File: src/rtl/duck_motion.sv
// Sprite motion controller for one duck: launch, bouncing flight with wing flap,
// hit freeze, fall or escape. One update per video frame (falling edge of vsync).
module duck_motion #(
  parameter int SPRITE_W    = 32,
  parameter int SPRITE_H    = 32,
  parameter int X_MAX       = 640,
  parameter int GROUND      = 400,
  parameter int SPEED_X     = 2,
  parameter int SPEED_Y     = 2,
  parameter int FALL_SPEED  = 4,
  parameter int FLAP_FRAMES = 8,
  parameter int HIT_FRAMES  = 30,
  parameter int FLY_FRAMES  = 300,
  parameter int BASE_SEL    = 0
) (
  input  logic       clk_25mhz,
  input  logic       rst,
  input  logic       vsync,
  input  logic       start,
  input  logic [9:0] start_x,
  input  logic       start_left,
  input  logic       hit,
  output logic [9:0] sprite_x,
  output logic [8:0] sprite_y,
  output logic [4:0] sprite_sel,
  output logic       sprite_attr,
  output logic       sprite_pos,
  output logic       sprite_vis,
  output logic       busy,
  output logic       escaped,
  output logic       fallen
);

  typedef enum logic [2:0] {
    IDLE   = 3'd0,
    FLY    = 3'd1,
    HIT    = 3'd2,
    FALL   = 3'd3,
    ESCAPE = 3'd4
  } state_t;

  localparam logic [10:0] X_LIM     = 11'(X_MAX - SPRITE_W);
  localparam logic [10:0] Y_LIM     = 11'(GROUND - SPRITE_H);
  localparam logic [10:0] X_STEP    = 11'(SPEED_X);
  localparam logic [10:0] Y_STEP    = 11'(SPEED_Y);
  localparam logic [10:0] F_STEP    = 11'(FALL_SPEED);
  localparam logic [4:0]  SEL_WING0 = 5'(BASE_SEL);
  localparam logic [4:0]  SEL_WING1 = 5'(BASE_SEL + 1);
  localparam logic [4:0]  SEL_HIT   = 5'(BASE_SEL + 2);
  localparam logic [4:0]  SEL_FALL  = 5'(BASE_SEL + 3);
  localparam logic [15:0] FLAP_LAST = 16'(FLAP_FRAMES - 1);
  localparam logic [15:0] HIT_LAST  = 16'(HIT_FRAMES - 1);
  localparam logic [15:0] FLY_LAST  = 16'(FLY_FRAMES - 1);

  state_t      state;
  logic        vsync_q;
  logic        tick;
  logic        dx;
  logic        dy_up;
  logic [15:0] flap_cnt;
  logic [15:0] hit_cnt;
  logic [15:0] fly_cnt;

  logic [10:0] x_sum, y_sum, y_fall_sum, y_esc_sum;
  logic [10:0] x_fly, y_fly, y_fall, y_esc;
  logic        dx_fly, dy_up_fly;
  logic [4:0]  sel_flap;
  logic [15:0] flap_next;
  logic [9:0]  x_launch;

  assign tick        = vsync_q & ~vsync;
  assign sprite_attr = dx;

  // Candidate next-frame position, direction and wing frame for the moving states.
  // Sums are 11 bits wide so that bit 10 flags a step past zero.
  always_comb begin
    x_sum      = 11'd0;
    y_sum      = 11'd0;
    y_fall_sum = 11'd0;
    y_esc_sum  = 11'd0;
    x_fly      = 11'd0;
    y_fly      = 11'd0;
    y_fall     = 11'd0;
    y_esc      = 11'd0;
    dx_fly     = dx;
    dy_up_fly  = dy_up;
    sel_flap   = sprite_sel;
    flap_next  = 16'd0;
    x_launch   = start_x;

    if (dx) begin
      x_sum = {1'b0, sprite_x} - X_STEP;
    end else begin
      x_sum = {1'b0, sprite_x} + X_STEP;
    end
    if (x_sum[10] || x_sum == 11'd0) begin
      x_fly  = 11'd0;
      dx_fly = ~dx;
    end else if (x_sum >= X_LIM) begin
      x_fly  = X_LIM;
      dx_fly = ~dx;
    end else begin
      x_fly  = x_sum;
      dx_fly = dx;
    end

    if (dy_up) begin
      y_sum = {2'b00, sprite_y} - Y_STEP;
    end else begin
      y_sum = {2'b00, sprite_y} + Y_STEP;
    end
    if (y_sum[10] || y_sum == 11'd0) begin
      y_fly     = 11'd0;
      dy_up_fly = ~dy_up;
    end else if (y_sum >= Y_LIM) begin
      y_fly     = Y_LIM;
      dy_up_fly = ~dy_up;
    end else begin
      y_fly     = y_sum;
      dy_up_fly = dy_up;
    end

    y_fall_sum = {2'b00, sprite_y} + F_STEP;
    if (y_fall_sum >= Y_LIM) begin
      y_fall = Y_LIM;
    end else begin
      y_fall = y_fall_sum;
    end

    y_esc_sum = {2'b00, sprite_y} - Y_STEP;
    if (y_esc_sum[10] || y_esc_sum == 11'd0) begin
      y_esc = 11'd0;
    end else begin
      y_esc = y_esc_sum;
    end

    if (flap_cnt == FLAP_LAST) begin
      flap_next = 16'd0;
      if (sprite_sel == SEL_WING0) begin
        sel_flap = SEL_WING1;
      end else begin
        sel_flap = SEL_WING0;
      end
    end else begin
      flap_next = flap_cnt + 16'd1;
      sel_flap  = sprite_sel;
    end

    if ({1'b0, start_x} > X_LIM) begin
      x_launch = X_LIM[9:0];
    end else begin
      x_launch = start_x;
    end
  end

  // Duck state machine; all sprite outputs are registered here.
  always_ff @(posedge clk_25mhz or negedge rst) begin
    if (!rst) begin
      state      <= IDLE;
      vsync_q    <= 1'b1;
      dx         <= 1'b0;
      dy_up      <= 1'b1;
      flap_cnt   <= 16'd0;
      hit_cnt    <= 16'd0;
      fly_cnt    <= 16'd0;
      sprite_x   <= 10'd0;
      sprite_y   <= 9'd0;
      sprite_sel <= 5'd0;
      sprite_pos <= 1'b0;
      sprite_vis <= 1'b0;
      busy       <= 1'b0;
      escaped    <= 1'b0;
      fallen     <= 1'b0;
    end else begin
      vsync_q    <= vsync;
      sprite_pos <= 1'b0;
      escaped    <= 1'b0;
      fallen     <= 1'b0;
      case (state)
        IDLE: begin
          if (start) begin
            state      <= FLY;
            sprite_x   <= x_launch;
            sprite_y   <= Y_LIM[8:0];
            dx         <= start_left;
            dy_up      <= 1'b1;
            flap_cnt   <= 16'd0;
            fly_cnt    <= 16'd0;
            hit_cnt    <= 16'd0;
            sprite_sel <= SEL_WING0;
            sprite_vis <= 1'b1;
            sprite_pos <= 1'b1;
            busy       <= 1'b1;
          end
        end
        FLY: begin
          if (hit) begin
            state      <= HIT;
            sprite_sel <= SEL_HIT;
            hit_cnt    <= 16'd0;
            sprite_pos <= 1'b1;
          end else if (tick) begin
            sprite_x   <= x_fly[9:0];
            sprite_y   <= y_fly[8:0];
            dx         <= dx_fly;
            dy_up      <= dy_up_fly;
            flap_cnt   <= flap_next;
            sprite_sel <= sel_flap;
            fly_cnt    <= fly_cnt + 16'd1;
            sprite_pos <= 1'b1;
            if (fly_cnt == FLY_LAST) begin
              state <= ESCAPE;
            end
          end
        end
        HIT: begin
          if (tick) begin
            if (hit_cnt == HIT_LAST) begin
              state      <= FALL;
              sprite_sel <= SEL_FALL;
              sprite_pos <= 1'b1;
            end else begin
              hit_cnt <= hit_cnt + 16'd1;
            end
          end
        end
        FALL: begin
          if (tick) begin
            sprite_y   <= y_fall[8:0];
            sprite_pos <= 1'b1;
            if (y_fall == Y_LIM) begin
              state      <= IDLE;
              sprite_vis <= 1'b0;
              busy       <= 1'b0;
              fallen     <= 1'b1;
            end
          end
        end
        ESCAPE: begin
          if (tick) begin
            sprite_y   <= y_esc[8:0];
            flap_cnt   <= flap_next;
            sprite_sel <= sel_flap;
            sprite_pos <= 1'b1;
            if (y_esc == 11'd0) begin
              state      <= IDLE;
              sprite_vis <= 1'b0;
              busy       <= 1'b0;
              escaped    <= 1'b1;
            end
          end
        end
        default: begin
          state      <= IDLE;
          sprite_vis <= 1'b0;
          busy       <= 1'b0;
        end
      endcase
    end
  end

endmodule

File: config.mk
export PLATFORM = sky130hd
export DESIGN_NAME = duck_motion
export DESIGN_NICKNAME = d
export VERILOG_FILES = /design/src/rtl/duck_motion.sv
export SDC_FILE = /design/constraint.sdc
export NUM_CORES = 1
export LEC_CHECK = 0
export ABC_CLOCK_PERIOD_IN_PS = 3700
export BUFFER_PORTS_ARGS = -buffer_cell sky130_fd_sc_hd__buf_4
export CAP_MARGIN = 25
export CORE_ASPECT_RATIO = 0.9
export CORE_MARGIN = 2
export CORE_UTILIZATION = 62
export CTS_BUF_LIST = sky130_fd_sc_hd__clkbuf_4
export DETAILED_ROUTE_END_ITERATION = 7
export PLACE_DENSITY = 0.86
export SKIP_CTS_REPAIR_TIMING = 1
export SYNTH_ARGS = -nofsm -noshare
export SYNTH_HDL_FRONTEND = slang
export SYNTH_SLANG_ARGS = --single-unit
File: constraint.sdc
create_clock -name clk_25mhz -period 3.7 [get_ports clk_25mhz]
set_clock_uncertainty 0.05 [all_clocks]
set_input_delay 0.555 -clock clk_25mhz [delete_from_list [all_inputs] [get_ports clk_25mhz]]
set_output_delay 0.555 -clock clk_25mhz [all_outputs]
set_load 0.1 [all_outputs]
**Word level (Yosys, flattened, before mapping)**

Cells that the tools add are included.

- Flip-flop bits (word level): 82
- Input port bits: 16
- Output and inout port bits: 30
- Logic and storage cells: 158

- $add $sub $neg: 8
- $lt $le $gt $ge: 4
- Eq/ne operators: 23
- Muxes and demuxes: 79
- Bitwise logic cells: 5
- Reduce and logical (&&, ||, !) cells: 25

Operators by type and width:

| operator | count |
|---|---|
| 2-to-1 mux 16 bit | 9 |
| one-hot mux 16 bit (3 select lines) | 2 |
| 2-to-1 mux 10 bit | 7 |
| 2-to-1 mux 9 bit | 7 |
| adder 16 x 1 -> 16 bit, second input constant | 3 |
| logical NOT 11 bit | 4 |
| one-hot mux 9 bit (4 select lines) | 1 |
| 2-to-1 mux 11 bit | 3 |
| one-hot mux 16 bit (2 select lines) | 1 |
| 2-to-1 mux 3 bit | 10 |
| 2-to-1 mux 5 bit | 6 |
| 2-to-1 mux 1 bit | 26 |
| != test 2 bit, second input constant | 11 |
| one-hot mux 10 bit (2 select lines) | 1 |
| one-hot mux 5 bit (4 select lines) | 1 |
| == test 16 x 3 -> 1 bit, second input constant | 1 |
| == test 16 x 5 -> 1 bit, second input constant | 1 |
| == test 16 x 9 -> 1 bit, second input constant | 1 |
| one-hot mux 3 bit (5 select lines) | 1 |
| AND reduction 5 bit | 3 |
| != test 3 bit, second input constant | 4 |
| AND reduction 6 bit | 2 |
| adder 10 x 2 -> 11 bit, second input constant | 1 |
| == test 11 x 9 -> 1 bit, second input constant | 1 |
| other kinds (25) | 37 |

**Longest topological paths before layout**

- Depth in word-level cells: 8
- Mapped depth: 10

**Worst setup path before layout**

Ideal clock, no wire load.

- Path type: register to register
- Start: register dx, in the netlist sprite_attr
- End: register dx, in the netlist sprite_attr
- Setup time: 0.124 ns
- Arrival time: 3.257 ns
- Required time: 3.526 ns
- Slack: 0.269 ns
- Stages on the path, launching flop included: 10
- Buffers on the path: 1
- Clock period less this slack: 3.431 ns
- Cells stage by stage: dfrtp_1 ha_1 a211oi_2 o31ai_2 a311o_1 a22oi_1 a21oi_1 or3_1 buf_6 a32o_1

- Cells in the longest elaborated chain, start to end: 7
- Elaborated cells on any way between the ends: 12
- Those cells by class: 1 x order compare; 1 x eq/ne; 6 x mux; 1 x bitwise; 3 x reduce/logical

RTL lines:

| item | line | text |
|---|---|---|
| start: declaration | 58 | `logic dx;` |
| start signal: assignment | 185 | `dx <= start_left;` |
| start signal: assignment | 205 | `dx <= dx_fly;` |
| branches (longest 7 deep; another with >= comparator 11 x 10 -> 1 bit) | n/a |  |

Several ways; the timed one is not identified. The select of a mux whose other input is x is not followed.
A chain may end at the register's enable or synchronous reset.

**Worst setup path in the final report**

Same ends and word-level chain as after synthesis.

==> reports/metrics.sh <==
INITIALDRTVIOLATIONCOUNT=415
SYNTH_MOST_COMMON_CELL='dfrtp_1'
CLOCK_TREE_FROM_TRITONCTS='done'
FIN_SETUP_TNS_NS=0
SYNTH_CELL_TYPE_COUNT=76
DRIVE_ABOVE_1_SHARE=0.126
TIMING.CRITICAL_PATH.SLOWEST_STAGE_CELL='dfrtp_1'
DRV.MAX_CAP_VIOLATION_COUNT=0
UNREPAIRED_SETUP_ENDPOINTS_AFTER_GLOBAL_ROUTING='false'
FIN_CELLS=799
CRITICAL-PATH-TOP-DELAY-FAMILY='compound AO/OA/AOI/OAI gates'
SYNTH_EDF_COUNT=0
FINAL-MAX-SLEW-VIOLATION-COUNT=0
NUM-FILL-CELLS=681
N_ANTENNA_CELL=0
INSERTION_DELAY_NS=0.45
FLOW.AREA_GROWTH_FROM_SYNTHESIS_PCT=11.1
GRT_REMAINING_OVERFLOW=0
POST_SYNTH.CELL_AREA_AVG_SQ_UM=8.55
CLK_SLEW_ON_WORST_S_H_PATHS_NS=0.15
PLACE_CONGESTION=0.903
POST_SYNTH_INSTANCE_AREA_SQ_UM=5430
FINALNETCOUNT=708
DETAILEDPLACEMENTHPWL_MM=9.17
WORST_HOLD_PATH_TYPE='input pin to asynchronous set/reset pin'
PLACED_CELLS_INCL_TAPS=782
CLOCK-ROOT-BUFFER='clkbuf_4'
FAILED_CHECKS='negative hold slack'
CRIT_PATH_START_KIND='flop'
TIMING.CRITICAL_PATH.BUF_INV=0
CRIT_CHAIN='ha_1 > a211oi_2 > o31ai_2 > a311o_1 > a22oi_1 > a21oi_1 > or3_1 > a32o_1'
GRT_FIRST_PASS_WIRELENGTH_MM=21.8
POWER.LEAKAGE_uW=0.00253
GRT_PASS1_VIAS=4733
CTS_INSERTED_BUFFERS=9
FMAX_MHz=313
FLOORPLAN.DIE.HEIGHT_UM=92.8
PLACE.PORT_BUFFERS=45
GRT_START_MAX_NET_PINS=83
DRCVIOLATIONCOUNT=0
SYNTH_TOP_CELL_AREA_SHARE=0.369
ANTENNA_VIOLATING_NETS_POST_ROUTE=0
POWER_DENSITY_nW_PER_UM2=795
WIRE_PER_INST_UM=16.1
MAX-SLEW-MARGIN-REL=0.500
DRT-PASS1-ITER-COUNT=5
CTS_MAX_LEVEL=3
SYNTH.LARGEST_AREA_CELL='dfrtp_1'
CRITPATHKIND='flop to flop'
CLOCK_TREE_SINKS=82
FLOORPLAN.DIE_AREA_SQ_UM=9520
ROUTE.VIAS.TOTAL=5040
POST_SYNTH_INST_COUNT=635
FINALHOLDVIOLCOUNT=3
SYNTH_FLOP_CELL='dfrtp_1'
TIGHTESTPINTRANSITION_NS=0.742
CRITPATHCAPTURETYPE='flop'
YS_WARN_COUNT=0
SHARE_OF_SYNTHESIZED_REGISTERS_CARRYING_AN_ASYNC_SET_OR_RESET=1.00
PERIOD_MINUS_WS_FINAL_NS=3.20
VDD_DROP_MAX_V=0.000577
NETLIST_TOP_CELLS_COUNT='80 x dfrtp_1, 75 x nor2_1, 51 x nand2_1'
FINALWIRELENGTH_MM=12.8
IOS=46
CLK_PATH_BUF_DEPTH=2
POSTSYNTHREGISTERBITS=82
VIAS_PER_CELL=6.31
CRITICAL_PATH.MAX_FANOUT=13
DIE_W_UM=103
YOSYSSEQAREASHARE=0.379
PLACEMENTROWS=32
WORST-ENDPOINT-REQUIRED_NS=4.01
TIMING.FINAL.CRIT_SHARE=0.864
START_UTIL=0.636
POSTLAYOUTCOREUTIL=0.707
CRITPATHARRIVALTIME_NS=3.51
SYN_NETS=668
DESIGN.CORE.AREA_SQ_UM=8530
YOSYS-TOP-CELLS-AREA='dfrtp_1 37%, nor2_1 5.2%, o21ai_0 4.0%, ha_1 3.7%, xnor2_1 3.6%'
HOLD_SLACK_NS=-0.00633
NUMBER_OF_ANTENNA_VIOLATIONS_AT_THE_FIRST_CHECK_IN_GLOBAL_ROUTING=0
SLOWEST_DELAY_NS=0.64
GRTUSAGETOTAL=0.284
RUN_STATUS='finished with violations'
TIMING.FINAL.SETUP_VIOLATIONS=0
-- area by class of cell --
class	count	area [sq um]	area share
multi-input combinational	504	3170	0.526
tap	119	149	0.0247
timing repair buffer	53	410	0.0680
sequential	82	2050	0.341
clock buffer	9	67.6	0.0112
inverter	25	93.8	0.0156
clock inverter	7	83.8	0.0139
-- state kept, by name, indices dropped and copies added, names as in the netlist, 3 cells and up --
signal and cells:
state 3, fly_cnt 16, sprite_y 9, hit_cnt 16, sprite_sel 5, flap_cnt 16, sprite_x 10
-- path summary, 6_finish.rpt --
kind | start | end | slack, ns | cells after the start
worst max-delay path | sprite_attr$_DFFE_PN0P_ | sprite_attr$_DFFE_PN0P_ | 0.50 | 8
worst min register to register | fly_cnt[1]$_DFFE_PN0P_ | fly_cnt[1]$_DFFE_PN0P_ | 0.47 | 2
max in group asynchronous | rst | vsync_q$_DFF_PN1_ | 2.94 | 2
worst min-delay path | rst | sprite_y[4]$_DFFE_PN0P_ | -0.006 | 1
min in group clk_25mhz | vsync | vsync_q$_DFF_PN1_ | 0.17 | 1
worst max register to register | sprite_attr$_DFFE_PN0P_ | sprite_attr$_DFFE_PN0P_ | 0.50 | 8
-- power breakdown --
| part | internal [uW] | switching (uW) | leakage, uW |
|---|---|---|---|
| combinational | 884 | 2030 | 0.00135 |
| clock | 220 | 360 | 0.0000847 |
| sequential | 1050 | 248 | 0.00109 |
| total | 2150 | 2640 | 0.00253 |
-- metal layers --
metal / wire [um] / up-vias / track usage
met4: 182 / 0 / 0.0867
li1: - / 2411 / -
met1: 5610 / 2425 / 0.383
met3: 767 / 21 / 0.0566
met2: 6280 / 183 / 0.461
met5: 0 / - / 0
-- worst reg2reg max path: stages (launching register included) --
cell and delay (ns):
dfrtp_1 0.64, ha_1 0.33, a211oi_2 0.30, o31ai_2 0.15, a311o_1 0.40, a22oi_1 0.25, a21oi_1 0.16, or3_1 0.55
a32o_1 0.28
-- metrics by stage --
| step | instance area (sq um) | setup slack [ns] | total power (uW) | hold WS, ns |
|---|---|---|---|---|
| 6_report | 6030 | 0.502 | 4790 | -0.00633 |
| 5_1_grt | 6030 | 0.334 | 5090 | 0.0209 |
| 4_1_cts | 6010 | 0.557 | 4760 | 0.167 |
| 2_1_floorplan | 5430 | 0.269 | 3540 | 0.209 |
| 3_5_place_dp | 5860 | 0.578 | 4170 | 0.449 |
| 3_3_place_gp | 5860 | 0.714 | 4090 | 0.433 |
-- cells by family after synthesis --
logic type      synth area share
mux                      0.00922
compound gates             0.215
fa+ha+maj                 0.0424
xor+xnor                  0.0613
simple gates               0.256
flops                      0.379
buf+inv                   0.0371
-- cell usage in the layout, fill, tap and decap left out, types with 6 or more instances in the layout --
cell type  count
nand3_1       24
nand2_1       51
ha_1          16
o21ai_0       42
clkbuf_4       9
nor2_1        75
or3_1         16
xor2_1        16
o21ai_1        8
o31ai_1        6
buf_4         52
xnor2_1       22
and2_1         7
nand2b_1       7
inv_1         24
o21a_1         6
nand4_1       16
nor2b_1        7
dfrtp_1       80
and3_1        10
nor3_1        22
nor4_1         9
a22oi_1        8
a21oi_1       37
Note: power is estimated with default switching activity, not from simulation.
